## src/rtl/serial_pattern_tx.sv

```systemverilog
// ---------------------------------------------------------------------------
// serial_pattern_tx
//
// Bit-serial frame generator. It accepts a parallel payload word through a
// valid/ready handshake and emits one frame at one bit per clock:
//   preamble (MSB-first) | payload (MSB-first) | [even parity] | zero gap
// It feeds bit-serial receivers such as the "101" sequence detector.
//
// Configuration macro:
//   SERIAL_PATTERN_TX_PARITY_EN - when defined, an even-parity bit (the XOR of
//                                 all payload bits) follows the payload.
//
// Ports:
//   clk         in            rising-edge clock
//   reset       in            asynchronous, active-high reset
//   load_data   in  [DATA_W]  payload word, sampled on the accepting edge
//   load_valid  in            payload request
//   load_ready  out           block can accept a payload this cycle (registered)
//   a_out       out           serial bit stream (registered)
//   busy        out           frame in progress (registered)
//   done        out           one-cycle pulse in the first IDLE cycle after a
//                             completed frame (registered)
// ---------------------------------------------------------------------------
module serial_pattern_tx #(
  parameter int               DATA_W   = 8,
  parameter int               PRE_W    = 3,
  parameter logic [PRE_W-1:0] PREAMBLE = 3'b101,
  parameter int               GAP_LEN  = 2
) (
  input  logic              clk,
  input  logic              reset,
  input  logic [DATA_W-1:0] load_data,
  input  logic              load_valid,
  output logic              load_ready,
  output logic              a_out,
  output logic              busy,
  output logic              done
);

  // Counter holds the number of bits still to send in the current state
  // after the one on a_out, so it must hold up to the longest field length.
  localparam int MAX_PD  = (PRE_W > DATA_W) ? PRE_W : DATA_W;
  localparam int MAX_LEN = (MAX_PD > GAP_LEN) ? MAX_PD : GAP_LEN;
  localparam int CNT_W   = $clog2(MAX_LEN + 1);

  localparam logic [CNT_W-1:0] PRE_LAST  = CNT_W'(PRE_W - 1);
  localparam logic [CNT_W-1:0] DATA_LAST = CNT_W'(DATA_W - 1);
  localparam logic [CNT_W-1:0] GAP_LAST  = CNT_W'(GAP_LEN - 1);
  localparam logic [CNT_W-1:0] CNT_ONE   = CNT_W'(1);

  typedef enum logic [2:0] {
    S_IDLE,
    S_PRE,
    S_DATA,
`ifdef SERIAL_PATTERN_TX_PARITY_EN
    S_PAR,
`endif
    S_GAP
  } state_e;

  state_e            state_q;
  logic [CNT_W-1:0]  cnt_q;
  logic [DATA_W-1:0] shift_q;
  logic [PRE_W-1:0]  pre_q;
`ifdef SERIAL_PATTERN_TX_PARITY_EN
  logic              par_q;
`endif

  // Every output is a flop. Each transition loads a_out with the first bit
  // of the state being entered, so the serial stream never passes through
  // combinational logic from an input.
  // NOTE: sequential state uses non-blocking assignments only; blocking
  // assignments here would let later statements see updated values and
  // create ordering-dependent races between flops.
  always_ff @(posedge clk or posedge reset) begin
    if (reset) begin
      state_q    <= S_IDLE;
      cnt_q      <= '0;
      shift_q    <= '0;
      pre_q      <= '0;
`ifdef SERIAL_PATTERN_TX_PARITY_EN
      par_q      <= 1'b0;
`endif
      a_out      <= 1'b0;
      load_ready <= 1'b1;
      busy       <= 1'b0;
      done       <= 1'b0;
    end else begin
      // done is a single-cycle pulse; only the GAP->IDLE transition raises it.
      done <= 1'b0;

      case (state_q)
        S_IDLE: begin
          a_out <= 1'b0;
          if (load_valid) begin
            state_q    <= S_PRE;
            cnt_q      <= PRE_LAST;
            shift_q    <= load_data;
            // First preamble bit goes out now; the rest wait in pre_q.
            pre_q      <= PREAMBLE << 1;
            a_out      <= PREAMBLE[PRE_W-1];
            busy       <= 1'b1;
            load_ready <= 1'b0;
`ifdef SERIAL_PATTERN_TX_PARITY_EN
            par_q      <= ^load_data;
`endif
          end
        end

        S_PRE: begin
          if (cnt_q == '0) begin
            state_q <= S_DATA;
            cnt_q   <= DATA_LAST;
            a_out   <= shift_q[DATA_W-1];
            shift_q <= shift_q << 1;
          end else begin
            cnt_q   <= cnt_q - CNT_ONE;
            a_out   <= pre_q[PRE_W-1];
            pre_q   <= pre_q << 1;
          end
        end

        S_DATA: begin
          if (cnt_q == '0) begin
`ifdef SERIAL_PATTERN_TX_PARITY_EN
            state_q <= S_PAR;
            cnt_q   <= '0;
            a_out   <= par_q;
`else
            state_q <= S_GAP;
            cnt_q   <= GAP_LAST;
            a_out   <= 1'b0;
`endif
          end else begin
            cnt_q   <= cnt_q - CNT_ONE;
            a_out   <= shift_q[DATA_W-1];
            shift_q <= shift_q << 1;
          end
        end

`ifdef SERIAL_PATTERN_TX_PARITY_EN
        S_PAR: begin
          state_q <= S_GAP;
          cnt_q   <= GAP_LAST;
          a_out   <= 1'b0;
        end
`endif

        S_GAP: begin
          a_out <= 1'b0;
          if (cnt_q == '0) begin
            // Entering IDLE takes a full cycle before the next accept, which
            // is what spaces back-to-back frames by exactly one idle bit.
            state_q    <= S_IDLE;
            cnt_q      <= '0;
            busy       <= 1'b0;
            load_ready <= 1'b1;
            done       <= 1'b1;
          end else begin
            cnt_q <= cnt_q - CNT_ONE;
          end
        end

        default: begin
          state_q    <= S_IDLE;
          cnt_q      <= '0;
          a_out      <= 1'b0;
          busy       <= 1'b0;
          load_ready <= 1'b1;
        end
      endcase
    end
  end

endmodule

```

## config.mk

```make
export PLATFORM = sky130hd
export DESIGN_NAME = serial_pattern_tx
export DESIGN_NICKNAME = d
export VERILOG_FILES = /design/src/rtl/serial_pattern_tx.sv
export SDC_FILE = /design/constraint.sdc
export NUM_CORES = 1
export LEC_CHECK = 0
export BUFFER_PORTS_ARGS = -buffer_cell sky130_fd_sc_hd__buf_2
export CAP_MARGIN = 15
export CORE_UTILIZATION = 50
export CTS_CLUSTER_SIZE = 14
export DETAILED_ROUTE_END_ITERATION = 8
export GPL_TIMING_DRIVEN = 1
export PLACE_DENSITY = 0.73
export SETUP_SLACK_MARGIN = 0.1
export SLEW_MARGIN = 5
export SYNTH_ARGS = -nofsm -noshare
export SYNTH_HDL_FRONTEND = slang
export SYNTH_SLANG_ARGS = --single-unit
```

## constraint.sdc

```tcl
create_clock -name clk -period 1.8 [get_ports clk]
set_input_delay 0.27 -clock clk [delete_from_list [all_inputs] [get_ports clk]]
set_output_delay 0.27 -clock clk [all_outputs]
set_load 0.01 [all_outputs]
```

* Yosys cells after proc, flatten, opt, wreduce, memory -nomap -nowiden *
Index checks and enable logic that the tools add are counted.

storage, ports and cells
  register bits = 22
  input bits = 11
  output and inout port bits = 4
  word-level logic and storage cells = 57

cells by class
  $add $sub $neg = 1
  equality and inequality tests = 9
  mux-type cells = 29
  bitwise gates (word level) = 1
  reductions and logical operators = 9

operator list
  cell                   number
  $mux W8                3
  $pmux W8 S3            1
  $mux W3                6
  $mux W4                4
  $pmux W4 S4            1
  $ne A2 B2 Y1 const B   6
  $pmux W3 S4            1
  $mux W1                9
  $pmux W1 S3            3
  $reduce_and A4 Y1      2
  $eq A3 B2 Y1 const B   2
  $pmux W3 S2            1
  $reduce_and A3 Y1      2
  $logic_not A4 Y1       1
  $sub A4 B1 Y4 const B  1
  $eq A3 B1 Y1 const B   1
  $logic_not A3 Y1       1
  $reduce_bool A3 Y1     1
  $reduce_bool A2 Y1     1
  $reduce_or A2 Y1       1
  $not A1 Y1             1

* Longest topological paths before layout *
  word-level depth = 4
  depth in mapped cells = 9
  depth with buffers taken out = 6

* Worst setup path after synthesis *
No wires, ideal clock.

  path type = register -> register
  start point = register state_q[0]
  end point = register shift_q[0]
  setup time = 125 ps
  data arrival time = 1769 ps
  required time = 1675 ps
  setup slack = -94 ps
  cell stages (with the launch flop) = 9
  buffers on the path = 2
  period minus slack after synthesis = 1894 ps
  cell sequence = dfrtp_1 > inv_1 > ha_1 > clkbuf_1 > nor2b_1 > clkbuf_1 > nor2_8 > nand2_2 > mux2_4

between the ends
  word-level cells in the longest chain between the ends = 3
  elaborated cells between the ends (all ways) = 9
  those cells by class = eq/ne (5); mux (1); reduce/logical (3)

RTL lines
  what                                                                 RTL line  source
  start, declared                                                      61        state_e state_q;
  start signal, assigned                                               77        state_q <= S_IDLE;
  start signal, assigned                                               96        state_q <= S_PRE;
  start signal, assigned                                               112       state_q <= S_DATA;
  $eq A3 B2 Y1, or another cell as far along                           92        case (state_q)
  $ne A2 B2 Y1 (no line) / $reduce_bool A3 Y1 (equally long branches)  -
  $reduce_and A4 Y1 (no line)                                          -
  end signal, assigned                                                 98        shift_q <= load_data;
  end signal, assigned                                                 115       shift_q <= shift_q << 1;
  end signal, assigned                                                 137       shift_q <= shift_q << 1;
  end, declared                                                        63        logic [DATA_W-1:0] shift_q;

Parallel ways exist; a longest one is shown, timed or not.
A chain may end at the register's enable or synchronous reset.

* Final worst setup path *
  start point = register cnt_q[1]
  end point = register shift_q[0]

between the ends
  word-level cells in the longest chain between the ends = 3
  elaborated cells between the ends (all ways) = 4
  those cells by class = eq/ne (2); reduce/logical (2)

RTL lines
  what                             RTL line  source
  start, declared                  62        logic [CNT_W-1:0] cnt_q;
  start signal, assigned           117       cnt_q <= cnt_q - CNT_ONE;
  start signal, assigned           135       cnt_q <= cnt_q - CNT_ONE;
  start signal, assigned           160       cnt_q <= cnt_q - CNT_ONE;
  $logic_not A4 Y1 (*)             111, 124
  $ne A2 B2 Y1 (no line)           -
  $reduce_and A4 Y1 (no line) (*)  -

Every way passes the cells marked *; elsewhere a longest branch is shown, timed or not.

==> impl_table.tex <==
\begin{tabular}{lr}
\hline
Metric & Value \\
\hline
\multicolumn{2}{l}{\textbf{Power}} \\
Internal power component & 1740 uW \\
Static leakage & around 0.00065 uW \\
Fraction of power spent switching nets & a little over two fifths \\
Pwr/cell area & 2140 nW/um2 \\
Clock share of power & 8.9\% \\
Net load switching power & 1250 uW \\
Peak supply drop & 0.00133 V \\
Post-route total power & between 2000 and 3000 uW \\
Portion of total power attributed to sequential cells & 27.3\% \\
Combinational fraction of design power & 63.8\% \\
\multicolumn{2}{l}{\textbf{Worst setup path}} \\
Element type at the critical path start & flop \\
Slowest library cell on the worst path & sky130\_fd\_sc\_hd\_\_or4\_4 \\
Required time of the critical path & 1990 ps \\
Crit Path Category & reg2reg \\
Crit path arrival time & 1870 ps \\
Worst path max stage delay & 560 ps \\
Cell breakdown of the critical path & or4\_4 -> mux2i\_4 -> nand2\_2 -> mux2\_4 \\
Highest net fanout along the worst path & 3 \\
Type of element capturing the critical path & flop \\
\multicolumn{2}{l}{\textbf{Timing}} \\
Fmax & 0.597 GHz \\
Endpoints failing hold & 0 \\
Worst max-slew margin expressed relative to the limit & 78.6\% \\
Post-route clock period utilization & 93.1\% \\
RSZ-0062 raised after global routing & true \\
Time the final worst path needs with I/O delays and setup & 1680 ps \\
Final setup violation count & 0 \\
Hold Worst Slack & 298 ps \\
Fin. max-slew vios & 0 \\
Pin slew with the least headroom to its limit & 321 ps \\
Clock Skew & 8.43 ps \\
\multicolumn{2}{l}{\textbf{Yosys}} \\
Cells after synthesis & 110 \\
Syn. warnings & 0 \\
Number of distinct library cells after synthesis & 37 \\
Average footprint of a synthesized cell & between 10 and 15 um2 \\
Async set or reset register ratio after synthesis & 100\% \\
Mapped cell area & 1160 um2 \\
Number of flops mapped to enable cells by yosys & 0 \\
FF+latch count, synth & 20 \\
Sequential cell area fraction in the yosys report & 43.3\% \\
Most used DFF post-synth & sky130\_fd\_sc\_hd\_\_dfrtp\_1 \\
Synthesized net count & 126 \\
\multicolumn{2}{l}{\textbf{Layout}} \\
Number of inserted filler cells in the final layout & 179 \\
Layout cells sized above 1 & 36.5\% \\
Final \#Nets & around 150 \\
Layout-stage area growth over the synthesis result & 20.6\% \\
Final antenna diode count & 0 \\
Storage cell area & about 500 um2 \\
Multi-input gate area in the final layout & 584 um2 \\
\multicolumn{2}{l}{\textbf{Clock network}} \\
Skew-Pair Late Insertion Delay & 300 ps \\
Clock tree sinks & 20 \\
Inserted Clock Buffers & 3 \\
TritonCTS clock tree & done \\
Library cell used as clock root buffer & sky130\_fd\_sc\_hd\_\_clkbuf\_4 \\
Clock-pin slew on the worst setup and hold paths & around 120 ps \\
H-Tree Level Count & 1 \\
Bufs on Longest Clock Path & 2 \\
\multicolumn{2}{l}{\textbf{Routing}} \\
Initial DRC count & 11 \\
Total length of routed wires & 2.48 mm \\
Via count & between 900 and 1000 \\
Routed via count divided by cell count & just under 6 \\
DRC Markers & 0 \\
Number of detailed-route iterations in the first pass & 4 \\
Average wire per standard cell & 15.0 um \\
Number of antenna-violating nets in the routed design & 0 \\
\multicolumn{2}{l}{\textbf{Floorplan}} \\
Overall die width & around 50 um \\
Die Area & about 2500 um2 \\
Top Ports & 15 \\
Cell row count & 17 \\
Die Height & 50.1 um \\
Standard cell core area & 2190 um2 \\
Initial cell density of the core & 52.9\% \\
\multicolumn{2}{l}{\textbf{Job}} \\
Max-cap check violation count & 0 \\
\multicolumn{2}{l}{\textbf{Placement}} \\
Count of port buffers added during placement & 14 \\
Routability congestion estimate from global placement & approximately 0.84 \\
Dpl hpwl & 1.76 mm \\
\multicolumn{2}{l}{\textbf{Global route}} \\
Total global routing track utilization & about 22\% \\
Largest net degree at the start of global routing & 21 \\
Via count of the first global-routing pass & 923 \\
Global-route wire length before repair & 4.06 mm \\
Overflow left after global routing & 0 \\
Number of antenna violations at the first check in global routing & 0 \\
\multicolumn{2}{l}{\textbf{Hold path}} \\
Hold crit path type & in2reg \\
\multicolumn{2}{l}{\textbf{Run status}} \\
Outcome & complete, no violations \\
\hline
\end{tabular}
## timing repair
action / 4_1_cts / 5_1_grt
cloned: 1 / 0
resized for setup: 1 / 7
pin swaps: 1 / 2
buffers inserted: 2 / 1
setup endpoints to repair: 8 / 11
hold buffers: 1 / 0
hold endpoints to repair: 19 / 0
## worst max-delay path, delay by kind of cell, from the launching register on
family        cells  cell delay [ps]
simple gates      2              640
mux               2              510
flops             1              410
## final timing paths
kind / start / slack [ps] / cells past startpoint / end
worst max-delay path: cnt_q[1]$_DFFE_PP0N_ / 120 / 4 / shift_q[0]$_DFFE_PP0P_
worst min-delay path: load_data[6] / 300 / 3 / shift_q[6]$_DFFE_PP0P_
worst max register to register: cnt_q[1]$_DFFE_PP0N_ / 120 / 4 / shift_q[0]$_DFFE_PP0P_
worst min register to register: load_ready$_DFFE_PP1P_ / 490 / 2 / load_ready$_DFFE_PP1P_
max in group asynchronous: reset / 1030 / 4 / load_ready$_DFFE_PP1P_
min in group asynchronous: reset / 510 / 4 / busy$_DFFE_PP0P_
## sequential cells by signal, summed over array words and instances, names as in the netlist
register,cells
shift_q,8
cnt_q,4
pre_q,2
state_q,2
a_out,1
busy,1
done,1
load_ready,1
## cell usage in the layout (no fill, tap or decap), types with 2 or more instances in the layout
| master | instances |
|---|---|
| sky130_fd_sc_hd__mux2_2 | 2 |
| sky130_fd_sc_hd__o21ai_0 | 4 |
| sky130_fd_sc_hd__clkbuf_4 | 3 |
| sky130_fd_sc_hd__dfrtp_1 | 18 |
| sky130_fd_sc_hd__buf_6 | 2 |
| sky130_fd_sc_hd__buf_4 | 14 |
| sky130_fd_sc_hd__o21a_1 | 2 |
| sky130_fd_sc_hd__buf_2 | 15 |
| sky130_fd_sc_hd__nor3_1 | 5 |
| sky130_fd_sc_hd__a21oi_2 | 2 |
| sky130_fd_sc_hd__a31oi_1 | 7 |
| sky130_fd_sc_hd__ha_1 | 4 |
| sky130_fd_sc_hd__nand2_1 | 4 |
| sky130_fd_sc_hd__inv_1 | 7 |
| sky130_fd_sc_hd__nor2_1 | 2 |
| sky130_fd_sc_hd__nor2b_1 | 2 |
| sky130_fd_sc_hd__a21oi_1 | 10 |
| sky130_fd_sc_hd__mux2i_1 | 8 |
## synth_stat cells, drive strengths merged (2+ instances only)
cell    number  area share, %
dfrtp       19             41
a21oi       12            5.2
mux2i        9            8.9
a31oi        7            3.8
inv          7            2.3
clkbuf       6            2.9
nor3         6            2.6
ha           5            5.4
nand2        5            1.8
o21ai        4            1.7
buf          3            2.9
mux2         3            3.2
nor2         3            2.4
a21o         2            1.4
nor2b        2            1.1
nor4         2            1.1
o21a         2            1.3
## power by group through the flow
| stage | clock network, uW | registers [uW] | logic, uW |
|---|---|---|---|
| floorplan | 0 | 793 | 1380 |
| global placement | 0 | 807 | 1670 |
| detailed placement | 0 | 825 | 1730 |
| CTS | 267 | 807 | 1820 |
| global route | 291 | 835 | 2070 |
| finish | 267 | 816 | 1910 |
## through the flow
| stage | std cells | area [um2] | util (%) | TNS, ps | setup slack (ps) |
|---|---|---|---|---|---|
| 2_1_floorplan | 110 | 1160 | - | -37.7 | -37.7 |
| 3_3_place_gp | 156 | 1290 | 59.1 | 0 | 157 |
| 3_5_place_dp | 156 | 1290 | 59.1 | 0 | 111 |
| 4_1_cts | 164 | 1360 | 62.3 | 0 | 124 |
| 5_1_grt | 165 | 1400 | 63.8 | 0 | 47.4 |
| 6_report | 165 | 1400 | 63.8 | 0 | 124 |
## routing by layer
layer  vias to the layer above  part of all wire (%)  track usage [%]
li1                        459                     -                -
met1                       449                    43             26.2
met2                        37                    49             36.2
met3                        10                   4.6             5.45
met4                         0                   2.9             11.9
met5                         -                     0                0
## cell type report
| class | count | area share [%] |
|---|---|---|
| clock buffer | 4 | 2.60 |
| inverter | 7 | 1.88 |
| multi-input combinational | 74 | 41.8 |
| sequential | 20 | 36.0 |
| tap | 28 | 2.51 |
| timing repair buffer | 32 | 15.2 |
## logic make-up after synthesis
group           synth area share [%]
flops                           43.3
simple gates                    11.0
buf+inv                         8.10
fa+ha+maj                       5.40
compound gates                  20.1
mux                             12.1
Power figures use the tool's default switching activity.
